`src/rtl/sub_pkg.sv`:
```
// Shared definitions for the bit-serial subtractor: FSM encoding and default width.
// Latency: n/a (package only).
// Backpressure: n/a (package only).
package sub_pkg;

  // Default operand / difference / shift-register width.
  localparam int DEFAULT_N = 16;

  // Controller states; encodings are fixed so other blocks can decode them.
  typedef enum logic [1:0] {
    IDLE = 2'd0,
    BUSY = 2'd1,
    DONE = 2'd2
  } state_t;

endpackage

```
`src/rtl/S_fullsubtractor.sv`:
```
// One-bit full subtractor: d = a - b - bin, with borrow-out.
// Latency: combinational.
// Backpressure: none; pure function of its inputs.
module S_fullsubtractor (
  input  logic a,
  input  logic b,
  input  logic bin,
  output logic d,
  output logic bout
);

  // Difference bit is the parity of all three inputs.
  assign d    = a ^ b ^ bin;
  // Borrow when b exceeds a, or when they match and a borrow is already pending.
  assign bout = (~a & b) | (~(a ^ b) & bin);

endmodule

```
`src/rtl/serial_subtractor.sv`:
```
// Bit-serial n-bit subtractor: diff/bout = a - b - bin using one full subtractor.
// Latency: done pulses exactly n edges after the accepting edge.
// Backpressure: start is ignored while busy; a new request is taken in IDLE or DONE.
module serial_subtractor
  import sub_pkg::*;
#(
  parameter int n = DEFAULT_N
) (
  input  logic         clk,
  input  logic         rst,
  input  logic         start,
  input  logic [n-1:0] a,
  input  logic [n-1:0] b,
  input  logic         bin,
  output logic [n-1:0] diff,
  output logic         bout,
  output logic         busy,
  output logic         done
);

  // Bit counter is just wide enough to index n bits; LAST marks the n-th BUSY edge.
  localparam int            CW   = (n > 1) ? $clog2(n) : 1;
  localparam logic [CW-1:0] LAST = CW'(n - 1);

  state_t        state;
  logic [n-1:0]  a_sr;
  logic [n-1:0]  b_sr;
  logic          borrow;
  logic [CW-1:0] cnt;
  logic          d_bit;
  logic          b_bit;

  // The only arithmetic in the datapath: the LSBs of the shift registers
  // and the running borrow.
  S_fullsubtractor u_fs (
    .a   (a_sr[0]),
    .b   (b_sr[0]),
    .bin (borrow),
    .d   (d_bit),
    .bout(b_bit)
  );

  // Controller and datapath: load on accept, shift one bit per BUSY edge, publish on the last.
  always_ff @(posedge clk or posedge rst) begin
    if (rst) begin
      state  <= IDLE;
      a_sr   <= '0;
      b_sr   <= '0;
      borrow <= 1'b0;
      cnt    <= '0;
      diff   <= '0;
      bout   <= 1'b0;
      busy   <= 1'b0;
      done   <= 1'b0;
    end else begin
      case (state)
        IDLE, DONE: begin
          if (start) begin
            // Operands are captured only here; later input changes cannot leak in.
            a_sr   <= a;
            b_sr   <= b;
            borrow <= bin;
            cnt    <= '0;
            state  <= BUSY;
            busy   <= 1'b1;
            done   <= 1'b0;
          end else begin
            state <= IDLE;
            done  <= 1'b0;
          end
        end
        BUSY: begin
          a_sr   <= a_sr >> 1;
          b_sr   <= b_sr >> 1;
          borrow <= b_bit;
          // Bits enter at the MSB so the LSB-first stream lands aligned after n shifts.
          diff   <= {d_bit, diff[n-1:1]};
          cnt    <= cnt + 1'b1;
          if (cnt == LAST) begin
            state <= DONE;
            busy  <= 1'b0;
            done  <= 1'b1;
            bout  <= b_bit;
          end
        end
        default: begin
          state <= IDLE;
          busy  <= 1'b0;
          done  <= 1'b0;
        end
      endcase
    end
  end

endmodule
```
`config.mk`:
```
export PLATFORM = sky130hd
export DESIGN_NAME = serial_subtractor
export DESIGN_NICKNAME = d
export VERILOG_FILES = /design/src/rtl/sub_pkg.sv /design/src/rtl/S_fullsubtractor.sv /design/src/rtl/serial_subtractor.sv
export SDC_FILE = /design/constraint.sdc
export NUM_CORES = 1
export LEC_CHECK = 0
export ABC_AREA = 1
export ABC_CLOCK_PERIOD_IN_PS = 2200
export BUFFER_PORTS_ARGS = -buffer_cell sky130_fd_sc_hd__buf_2
export CORE_MARGIN = 5
export CORE_UTILIZATION = 35
export DETAILED_ROUTE_END_ITERATION = 6
export PLACE_DENSITY = 0.61
export SLEW_MARGIN = 30
export SYNTH_ARGS = -nofsm -noshare
export SYNTH_HDL_FRONTEND = slang
export SYNTH_SLANG_ARGS = --single-unit
```
`constraint.sdc`:
```
create_clock -name clk -period 2.2 [get_ports clk]
set_input_delay 0.22 -clock clk [delete_from_list [all_inputs] [get_ports clk]]
set_output_delay 0.22 -clock clk [all_outputs]
set_load 0.01 [all_outputs]
```
==> Flow_metrics.wiki <==
{| class="wikitable"
! Metric !! Value
|-
| Setup repair bufs after CTS || 0
|-
| Ordered list of cells on the worst path || inv_2, nand2_1, nand2_1, inv_2, nand2_1, nand2_1
|-
| Minimum hold slack || 0.0979 ns
|-
| Maximum vdd drop || 0.499 mV
|-
| Chip Height || 96.5 microns
|-
| Number of instances resized during post-cts repair || 0
|-
| Highest achievable clock rate || 722 MHz
|-
| Relative slew slack || 56.8%
|-
| Drt drc || 0
|-
| CP Launch Point || state[0]
|-
| Routed length per placed instance || 10.5 microns
|-
| Count of yosys warnings during synthesis || 0
|-
| Data arrival, critical path || 1.65 ns
|-
| Wire length after detailed routing || 5370 microns
|-
| Share of layout cells above drive strength 1 || 19.1%
|-
| Final weighted congestion in routability-driven placement || 0.779
|-
| Maximum number of pins on one net before global-route repair || 52
|-
| Io pins || 55
|-
| Register bit total from synthesis || 57
|-
| Sinks on the clock net || 57
|-
| Core area || 0.00725 sq mm
|-
| Antenna violations before repair || 0
|-
| CP endpoint kind || flip-flop
|-
| Delay of the slowest cell on the worst path || 0.45 ns
|-
| Minimum clock period || 1.39 ns
|-
| Unrepaired setup endpoints after global routing || false
|-
| Transition time at the pin with the least slew margin || 0.647 ns
|-
| Vias in the first global route || 2175
|-
| Startpoint of the tightest hold check path || a[15]
|-
| Slowest stage cell on the critical path || sky130_fd_sc_hd__inv_2
|-
| Leakage power figure || 1.90 nW
|-
| Cell count after synthesis || 350
|-
| IO buf count || 54
|-
| Maximum clock skew at final layout || 0.00576 ns
|-
| Cell area after placement || 0.00298 sq mm
|-
| Overall overflow remaining after global route || 0
|-
| Final total negative setup slack || 0 ns
|-
| Antenna diode count || 0
|-
| Root buffer selected by CTS || sky130_fd_sc_hd__clkbuf_8
|-
| Overall power || 4.39 mW
|-
| Detail-routed via count per cell || 4.17
|-
| Number of buffers on the longest clock path || 2
|-
| All-layer global routing usage || 13.1%
|-
| Largest fanout on the critical path || 36
|-
| First-pass GRT wire length || 9410 microns
|-
| Hold Vio Cnt, Final || 0
|-
| Cell area after synthesis || 0.00262 sq mm
|-
| Outcome || finished clean
|-
| Fraction of the yosys area taken by sequential cells || 54.5%
|-
| Critical path type || reg2reg
|-
| Area added between synthesis and finish || 21.7%
|-
| Antenna-violating nets left || 0
|-
| Iteration-0 DRC count of the detailed router || 87
|-
| Fin. max-slew vios || 0
|-
| Class of the most critical hold timing path || in2reg
|-
| Mean cell area of the mapped netlist || 7.48 sq um
|-
| Number of rows in the core area || 31
|-
| Worst path most repeated cell || sky130_fd_sc_hd__nand2_1
|-
| Number of levels in the clock H-tree || 3
|-
| Synth Net Count || 388
|-
| Horizontal die dimension || 96.5 microns
|-
| Startpoint type of the worst setup path || flip-flop
|-
| Reg-to-reg critical path startpoint || state[0]
|-
| Number of setup violations in the final report || 0
|-
| CTS tree || yes
|-
| Starting density of the core || 36.1%
|-
| Layout Cell Area excl Fill || 0.00318 sq mm
|-
| Total clock buffers created by CTS || 9
|-
| Post-layout nets || 447
|-
| HPWL Detailed || 3680 microns
|-
| Pwr Density || 1380 mW/mm^2
|-
| CP Data Required Time || 2.46 ns
|-
| Max-capacitance violation count || 0
|-
| Total Die Area || 0.00930 sq mm
|-
| Portion of the clock cycle consumed by the worst path in the final layout || 63.0%
|-
| Clock latency on the worst-skew pair || 0.33 ns
|-
| Clock transition at the register clock pins on the worst setup and hold paths after CTS || 0.06 ns
|-
| Router iterations before antenna repair || 4
|-
| Library cells used by synthesis || 16
|-
| Total via count after detailed routing || 2133
|}
-- power by group --
group          internal, mW  switching [mW]  total, mW
clock                 0.575           0.390      0.965
sequential             1.52           0.291       1.81
combinational         0.606            1.01       1.62
total                  2.70            1.69       4.39
-- final timing paths --
path / to / slack [ns] / depth (start not counted)
max: b_sr[10] / 0.81 / 6
min: a_sr[15] / 0.1 / 3
max reg2reg: b_sr[10] / 0.81 / 6
min reg2reg: borrow / 0.48 / 2
max in group asynchronous: diff[15] / 1.01 / 4
min in group asynchronous: b_sr[4] / 0.53 / 3
-- layout make-up --
class | count | area [sq um]
inverter | 42 | 158
sequential | 57 | 1430
timing repair buffer | 61 | 338
clock inverter | 3 | 40.0
tap | 99 | 124
multi-input combinational | 238 | 943
clock buffer | 12 | 155
fill | 774 | 4070
-- registers in the layout, summed over array words and instances, names as in the netlist --
signal,flops
a_sr,16
b_sr,16
borrow,1
bout,1
busy,1
cnt,4
diff,16
done,1
state,1
-- worst max-delay path, delay by kind of cell, from the launching register on --
| family | cells | cell delay, ns |
|---|---|---|
| buf+inv | 2 | 0.52 |
| flops | 1 | 0.41 |
| simple gates | 4 | 0.37 |
-- cells by family (layout without fill, tap and decap cells) --
family / count (synthesis) / count (layout) / synth area share [%]
simple gates: 229 / 229 / 33.5
fa+ha+maj: 2 / 2 / 1.24
buf+inv: 55 / 118 / 9.42
flops: 57 / 57 / 54.5
compound gates: 7 / 7 / 1.34
-- placed cells by master, fill, tap and decap left out --
| master | Yosys | routed |
|---|---|---|
| sky130_fd_sc_hd__nor2_1 | 5 | 5 |
| sky130_fd_sc_hd__dlygate4sd3_1 | 0 | 1 |
| sky130_fd_sc_hd__inv_2 | 2 | 3 |
| sky130_fd_sc_hd__buf_12 | 0 | 1 |
| sky130_fd_sc_hd__nand3_1 | 3 | 3 |
| sky130_fd_sc_hd__buf_2 | 8 | 54 |
| sky130_fd_sc_hd__nor2_2 | 1 | 1 |
| sky130_fd_sc_hd__clkbuf_8 | 0 | 11 |
| sky130_fd_sc_hd__inv_1 | 40 | 39 |
| sky130_fd_sc_hd__nor2_4 | 1 | 1 |
| sky130_fd_sc_hd__dfrtp_1 | 57 | 57 |
| sky130_fd_sc_hd__nand2_1 | 218 | 218 |
| sky130_fd_sc_hd__clkinv_2 | 0 | 2 |
| sky130_fd_sc_hd__ha_1 | 1 | 1 |
| sky130_fd_sc_hd__buf_4 | 2 | 5 |
| sky130_fd_sc_hd__bufinv_16 | 0 | 1 |
| sky130_fd_sc_hd__a21oi_1 | 2 | 2 |
| sky130_fd_sc_hd__clkbuf_1 | 0 | 1 |
| sky130_fd_sc_hd__o21ai_0 | 5 | 5 |
| sky130_fd_sc_hd__nand4_1 | 1 | 1 |
| sky130_fd_sc_hd__fa_1 | 1 | 1 |
-- what timing repair did --
action | 4_1_cts | 5_1_grt
endpoints found under the hold margin | 10 | 0
setup endpoints to repair | 0 | 0
hold buffers | 1 | 0
-- metrics by stage --
stage,cells,utilization (%),worst slack (ns)
3_3_place_gp,496,41.1,0.872
2_1_floorplan,350,-,0.580
4_1_cts,512,43.9,0.818
3_5_place_dp,496,41.1,0.837
6_report,512,43.9,0.814
5_1_grt,512,43.9,0.622
-- synthesized netlist by cell type --
cell | instances | area [sq um]
sky130_fd_sc_hd__inv_1 | 40 | 150
sky130_fd_sc_hd__nand4_1 | 1 | 6.26
sky130_fd_sc_hd__inv_2 | 2 | 7.51
sky130_fd_sc_hd__a21oi_1 | 2 | 10.0
sky130_fd_sc_hd__nor2_4 | 1 | 11.3
sky130_fd_sc_hd__ha_1 | 1 | 12.5
sky130_fd_sc_hd__buf_4 | 2 | 15.0
sky130_fd_sc_hd__nand2_1 | 218 | 818
sky130_fd_sc_hd__buf_6 | 3 | 33.8
sky130_fd_sc_hd__fa_1 | 1 | 20.0
sky130_fd_sc_hd__nor2_2 | 1 | 6.26
sky130_fd_sc_hd__nand3_1 | 3 | 15.0
sky130_fd_sc_hd__buf_2 | 8 | 40.0
sky130_fd_sc_hd__o21ai_0 | 5 | 25.0
sky130_fd_sc_hd__nor2_1 | 5 | 18.8
sky130_fd_sc_hd__dfrtp_1 | 57 | 1430
-- layer usage --
metal  global-route usage, %  vias to the layer above  wire, microns
met5                       0                        -              0
met4                    4.09                        0             69
met3                    4.80                        7            367
met2                    22.0                       48           2410
met1                    15.8                      942           2520
li1                        -                     1136              -
Note: power is estimated with default switching activity, not from simulation.
